$ cat src/rtl/dma_write_engine.sv
// Upstream DMA: turns host register writes into PCIe MWr TLPs,
// streaming payload QWs then a completion token at the base address.
module dma_write_engine #(
    parameter logic [6:0]  BASE_CHAN   = 7'd0,
    parameter logic [6:0]  CTRL_CHAN   = 7'd1,
    parameter int          PAYLOAD_QWS = 16,
    parameter logic [63:0] TOKEN       = 64'hCAFEF00DC0DEFACE
) (
    input  logic        clk_in,
    input  logic        reset_in,
    input  logic [12:0] cfgBusDev_in,
    input  logic [6:0]  cpuChan_in,
    input  logic [31:0] cpuWrData_in,
    input  logic        cpuWrValid_in,
    input  logic [63:0] f2cData_in,
    input  logic        f2cValid_in,
    output logic        f2cReady_out,
    output logic [63:0] tx_data_out,
    output logic        tx_valid_out,
    output logic        tx_sop_out,
    output logic        tx_eop_out,
    input  logic        tx_ready_in,
    output logic        busy_out,
    output logic [31:0] tlpCount_out
);

    typedef enum logic [2:0] {
        IDLE, HDR0, HDR1, DATA, TOK0, TOK1, TOKD
    } state_t;

    localparam logic [31:0] PAY_HDR   = 32'h40000000 | 32'(2 * PAYLOAD_QWS);
    localparam logic [31:0] TOK_HDR   = 32'h40000002;
    localparam logic [3:0]  LAST_BEAT = 4'(PAYLOAD_QWS - 1);

    state_t      state, state_n;
    logic [31:0] base, addr, tlp_count;
    logic [7:0]  remaining;
    logic [3:0]  beat;
    logic [15:0] req_id;
    logic        start, xfer, last_beat;

    assign req_id    = {cfgBusDev_in, 3'b000};
    assign start     = (state == IDLE) && cpuWrValid_in &&
                       (cpuChan_in == CTRL_CHAN) && (cpuWrData_in[7:0] != 8'd0);
    assign xfer      = tx_valid_out & tx_ready_in;
    assign last_beat = (state == DATA) && xfer && (beat == LAST_BEAT);

    assign busy_out     = (state != IDLE);
    assign tlpCount_out = tlp_count;

    always_ff @(posedge clk_in or posedge reset_in) begin
        if (reset_in) begin
            state     <= IDLE;
            base      <= '0;
            addr      <= '0;
            remaining <= '0;
            beat      <= '0;
            tlp_count <= '0;
        end else begin
            state <= state_n;
            // Register writes only land while idle so base/count stay stable mid-DMA
            if (state == IDLE && cpuWrValid_in && cpuChan_in == BASE_CHAN)
                base <= {cpuWrData_in[31:3], 3'b000};
            if (start) begin
                remaining <= cpuWrData_in[7:0];
                addr      <= base + 32'd64;
                beat      <= '0;
            end
            if (state == DATA && xfer)
                beat <= beat + 4'd1;
            if (last_beat) begin
                beat      <= '0;
                tlp_count <= tlp_count + 32'd1;
                remaining <= remaining - 8'd1;
                addr      <= addr + 32'd128;
            end
        end
    end

    always_comb begin
        state_n      = state;
        tx_valid_out = 1'b0;
        tx_sop_out   = 1'b0;
        tx_eop_out   = 1'b0;
        tx_data_out  = '0;
        f2cReady_out = 1'b0;
        unique case (state)
            IDLE: begin
                if (start) state_n = HDR0;
            end
            HDR0: begin
                tx_valid_out = 1'b1;
                tx_sop_out   = 1'b1;
                tx_data_out  = {req_id, 8'h00, 8'hFF, PAY_HDR};
                if (tx_ready_in) state_n = HDR1;
            end
            HDR1: begin
                tx_valid_out = 1'b1;
                tx_data_out  = {32'h0, addr};
                if (tx_ready_in) state_n = DATA;
            end
            DATA: begin
                tx_valid_out = f2cValid_in;
                f2cReady_out = tx_ready_in;
                tx_data_out  = f2cData_in;
                tx_eop_out   = f2cValid_in && (beat == LAST_BEAT);
                if (last_beat) state_n = (remaining > 8'd1) ? HDR0 : TOK0;
            end
            TOK0: begin
                tx_valid_out = 1'b1;
                tx_sop_out   = 1'b1;
                tx_data_out  = {req_id, 8'h00, 8'hFF, TOK_HDR};
                if (tx_ready_in) state_n = TOK1;
            end
            TOK1: begin
                tx_valid_out = 1'b1;
                tx_data_out  = {32'h0, base};
                if (tx_ready_in) state_n = TOKD;
            end
            TOKD: begin
                tx_valid_out = 1'b1;
                tx_eop_out   = 1'b1;
                tx_data_out  = TOKEN;
                if (tx_ready_in) state_n = IDLE;
            end
            default: state_n = IDLE;
        endcase
    end

endmodule

$ cat config.mk
export PLATFORM = sky130hd
export DESIGN_NAME = dma_write_engine
export DESIGN_NICKNAME = d
export VERILOG_FILES = /design/src/rtl/dma_write_engine.sv
export SDC_FILE = /design/constraint.sdc
export NUM_CORES = 1
export LEC_CHECK = 0
export ABC_AREA = 1
export ABC_CLOCK_PERIOD_IN_PS = 4000
export CORE_MARGIN = 5
export CORE_UTILIZATION = 49
export CTS_CLUSTER_DIAMETER = 50
export DETAILED_ROUTE_END_ITERATION = 6
export PLACE_DENSITY = 0.83
export RECOVER_POWER = 100
export SLEW_MARGIN = 20
export SYNTH_ARGS = -nofsm -noshare
export SYNTH_HDL_FRONTEND = slang
export SYNTH_SLANG_ARGS = --single-unit
$ cat constraint.sdc
create_clock -name clk_in -period 4 [get_ports clk_in]
set_input_delay 0.8 -clock clk_in [delete_from_list [all_inputs] [get_ports clk_in]]
set_output_delay 0.8 -clock clk_in [all_outputs]
set_load 0.01 [all_outputs]
# [Word-level counts from Yosys, hierarchy flattened]
# Cells that the tools add are included.
[word_totals] ff_bits=108 inputBits=121 output_inout_bits=101 wordCells=65
[classes] addsub=5 order_cmp=1 n_eq_ne=15 muxes=21 n_bitwise=1 reduce_logical=16
[op_table] cell="$pmux 64 s6" count=1
[op_table] cell="$mux 32" count=2
[op_table] cell="$add 32x1->32 const B" count=1
[op_table] cell="$add 32x7->32 const B" count=1
[op_table] cell="$add 32x8->32 const B" count=1
[op_table] cell="$mux 3" count=8
[op_table] cell="$pmux 3 s7" count=1
[op_table] cell="$mux 8" count=2
[op_table] cell="$ne 2x2->1 const B" count=7
[op_table] cell="$mux 4" count=3
[op_table] cell="$eq 3x3->1 const B" count=3
[op_table] cell="$gt 8x1->1 const B" count=1
[op_table] cell="$reduce_bool 8->1" count=1
[op_table] cell="$sub 8x1->8 const B" count=1
[op_table] cell="$eq 7x1->1 const B" count=1
[op_table] cell="$logic_and 1x1->1" count=7
[op_table] cell="$logic_not 7->1" count=1
[op_table] cell="$reduce_and 7->1" count=1
[op_table] cell="$eq 3x2->1 const B" count=2
[op_table] cell="$reduce_bool 3->1" count=2
[op_table] cell="$reduce_or 5->1" count=1
[op_table] cell="$add 4x1->4 const B" count=1
[op_table] cell="$eq 4x4->1 const B" count=1
[op_table] cell="$pmux 1 s2" count=2
[op_table] cell="6 further kinds" count=7

# [Longest topological paths before layout]
[depth] ltp_word=8 ltp_mapped=12

# [Worst setup path before layout]
# Ideal clock, no wire load.
[synth_timing] path_kind="register to output" startpoint="register state[2]" endpoint="output port tx_data_out[34]" arrival_ns=1.476 path_slack_ns=1.724 stages_incl_launch_ff=8 n_path_buf=2 path_cell_list="dfrtp_1 > inv_2 > nand3_4 > inv_2 > clkbuf_1 > clkbuf_1 > nand2_1 > nand2_1"
[synth_between] elab_chain_cells=2 elab_cells_between_ends=7
[synth_rtl] element="from (decl)" line_no="35" source="state_t state, state_n;"
[synth_rtl] element="from (signal assigned)" line_no="60" source="state <= state_n;"
[synth_rtl] element="$eq 3x3->1, or another cell as far along" line_no="87" source="unique case (state)"
[synth_rtl] element="$pmux 64 s6 (*)" line_no="87"
[synth_rtl] element="to (decl)" line_no="18" source="output logic [63:0] tx_data_out,"
# Every way passes the cells marked *; elsewhere a longest branch is shown, timed or not.

# [Worst setup path in the final report]
[layout_timing] startpoint="register state[2]" endpoint="output port tx_data_out[10]"
# Same word-level chain as after synthesis.

==> flow_metrics.py <==
metrics = {
    "floorplanning": {
        "initial_core_util_pct": 49.7,
        "core_area_um2": 15100,
        "dieArea_um2": 17900,
        "die_w_um": 134,
        "die_y_um": 134,
        "rows": 45,
        "io_pins": 222,
    },
    "sta": {
        "hold_viol_final": 0,
        "setup_violations": 0,
        "worstMarginPinSlew_ps": 2110,
        "rsz0062_at_grt": "no",
        "skew_ps": 8.17,
        "fin_crit_ps": 3610,
        "fmax_mhz": 277,
        "period_share_pct": 90.2,
        "slew_violations": 103,
        "worst_slew_margin_rel_pct": -40.3,
        "hold_ws_ps": 489,
        "final.setup.tns_ps": 0,
    },
    "layout": {
        "syn2layout_area_growth_pct": 35.0,
        "drive_gt1_share_pct": 2.59,
        "final_cells": 1580,
        "final_util_pct": 67.1,
        "fin_area_um2": 10100,
        "nNetsFinal": 1514,
        "n_antenna_cell": 0,
    },
    "pwr": {
        "power.density_nw_per_um2": 394,
        "irDropWorstVdd_mv": 0.300,
        "leakagePower_uw": 0.00481,
    },
    "worst_setup_path": {
        "cp_data_required_time_ps": 3200,
        "worst-path-max-fanout": 42,
        "endpoint_kind": "output port",
        "rrSetupSlack_ps": 590,
        "slowest_delay_ps": 640,
        "worstPathArrival_ps": 2810,
        "path_class": "reg -> out",
        "r2r-end": "tlpCount_out[18]$_DFFE_PP0N_",
        "start_kind": "flip-flop",
        "critical_path.top_delay_family": "buffers and inverters",
        "reg2reg_from": "state[2]$_DFFE_PP0P_",
        "critPathSlowestCell": "dlygate4sd3_1",
        "crit_chain": "inv_1 > nand3_4 > inv_2 > buf_4 > nand2_1 > o211ai_1 > dlygate4sd3_1",
        "rr_worst_depth": 11,
        "cp.buffers_inverters": 4,
    },
    "hold_path": {
        "holdPathEnd": "addr[5]$_DFFE_PP0P_",
        "hold_start": "addr[5]$_DFFE_PP0P_",
        "hold_depth": 2,
        "min_path_type": "reg -> reg",
    },
    "route": {
        "drc": 0,
        "wl_per_cell_um": 15.4,
        "viasPerCell": 5.28,
        "drt_iter0_drc": 787,
        "totalWireLength_um": 24300,
        "ant_nets": 0,
        "vias": 8336,
        "dr.pass1.iters": 5,
    },
    "cts": {
        "cts_tree": "built",
        "clock_path_buffers": 2,
        "cts_resized": 0,
        "cts_setup_buffers": 0,
        "clkLatencyLatePin_ps": 360,
        "numCtsBuffers": 9,
        "root_buffer": "clkbuf_16",
        "clk_pin_slew_worst_paths_ps": 70,
        "clock_sinks": 105,
        "holdBufCountCts": 0,
        "htreeDepth": 3,
    },
    "yosys": {
        "syn-num-nets": 1309,
        "yosysMostFrequentCell": "nand2_1",
        "synth_edf_count": 0,
        "synthDistinctLibCells": 32,
        "synth.top_cell.area_share_pct": 35.0,
        "ys_top_cells_by_count": "485 x nand2_1, 141 x nor2_1, 116 x inv_1",
        "synth_ff_type": "dfrtp_1",
        "yosysWarnings": 0,
        "syn_area_um2": 7500,
        "async_flop_share_pct": 100,
        "yosys.area.top_type": "dfrtp_1",
        "ys_seq_area_share_pct": 35.0,
        "ys_seq_elements": 105,
        "synth.avg_cell_area_um2": 6.35,
        "syn_inst": 1182,
        "synth_area_leaders": "dfrtp_1 35%, nand2_1 24%, nor2_1 7.1%, inv_1 5.8%, nand3_1 5.3%",
    },
    "place": {
        "placed_area_um2": 9870,
        "portBuffers": 221,
        "dp_hpwl_um": 18700,
        "placed_cells": 1564,
        "place_congestion": 0.955,
    },
    "global_route": {
        "grt_pass1_wl_um": 39200,
        "grt_overflow": 0,
        "grt_pass1_vias": 7860,
        "met3_usage_pct": 6.16,
        "antenna_found_initial": 0,
        "busiest_layer": "met2",
        "gr-usage-met1_pct": 35.4,
        "grt_max_degree": 64,
        "grt.total_usage_pct": 27.0,
        "met2_usage_pct": 44.2,
    },
    "status": {
        "violations": "max-capacitance violations, max-slew violations",
        "status": "finished with violations",
    },
    "flow_run": {
        "drv_cap": 2,
    },
}
-- tightest hold or removal path, stage by stage (launching register included) --
cell and delay, ps:
dfrtp_1 350, nand2_1 50, nand2_1 60
-- per-stage QoR --
step	setup WS, ps	power (uW)
detailed placement	910	3170
CTS	516	4130
global placement	926	3150
finish	391	3990
global route	216	4240
floorplan	439	2240
-- cells in the final DEF, fill, tap and decap left out, drive strengths merged --
| cell | instances |
|---|---|
| o21ai | 54 |
| xnor2 | 15 |
| o211ai | 20 |
| dlygate4sd3 | 101 |
| o21a | 1 |
| ha | 6 |
| nand3 | 82 |
| o31ai | 1 |
| dfrtp | 105 |
| clkbuf | 18 |
| a21oi | 9 |
| inv | 120 |
| nor2 | 144 |
| or2 | 5 |
| nand2 | 488 |
| clkinvlp | 2 |
| nor3 | 19 |
| a22o | 4 |
| xor2 | 34 |
| buf | 6 |
| clkdlybuf4s50 | 120 |
| nand3b | 8 |
| bufinv | 1 |
| nand4 | 24 |
| o2111ai | 5 |
-- power breakdown --
| part | internal (uW) | switching (uW) | total [uW] |
|---|---|---|---|
| registers | 1200 | 201 | 1400 |
| logic | 759 | 883 | 1640 |
| clock network | 540 | 410 | 950 |
| total | 2500 | 1490 | 3990 |
-- state kept, by name, indices dropped and copies added (netlist names) --
| name | count |
|---|---|
| addr | 29 |
| state | 3 |
| tlpCount_out | 32 |
| remaining | 8 |
| beat | 4 |
| base | 29 |
-- worst max path at each step --
stage                               from                    to  slack, ps  depth (start not counted)
finish              state[2]$_DFFE_PP0P_       tx_data_out[10]        390                          7
detailed placement  state[2]$_DFFE_PP0P_       tx_data_out[23]        910                          7
CTS                 state[2]$_DFFE_PP0P_       tx_data_out[23]        520                          7
global route        state[2]$_DFFE_PP0P_       tx_data_out[10]        220                          7
floorplan                       reset_in  addr[10]$_DFFE_PP0P_        440                          1
global placement    state[2]$_DFFE_PP0P_       tx_data_out[22]        930                          7
-- logic make-up after synthesis --
kind of cell | share of synthesized area [%]
buffers and inverters | 8.37
flip-flops | 35.0
adder cells (fa/ha/maj) | 1.00
AO/OA/AOI/OAI | 7.45
AND/OR/NAND/NOR | 42.4
XOR/XNOR | 5.72
-- layout make-up --
type	count	area, um2
clock inverter	3	46.3
inverter	120	452
sequential	105	2630
tap	188	235
multi-input combinational	919	4220
timing repair buffer	232	2280
clock buffer	13	270
fill	1323	4960
-- layer usage --
metal / vias up / wire [um]
met1: 3764 / 9940
met2: 382 / 11400
met3: 55 / 2330
met5: - / 0
met4: 0 / 588
li1: 4135 / -
No activity file was read; power rests on OpenSTA's default activity.
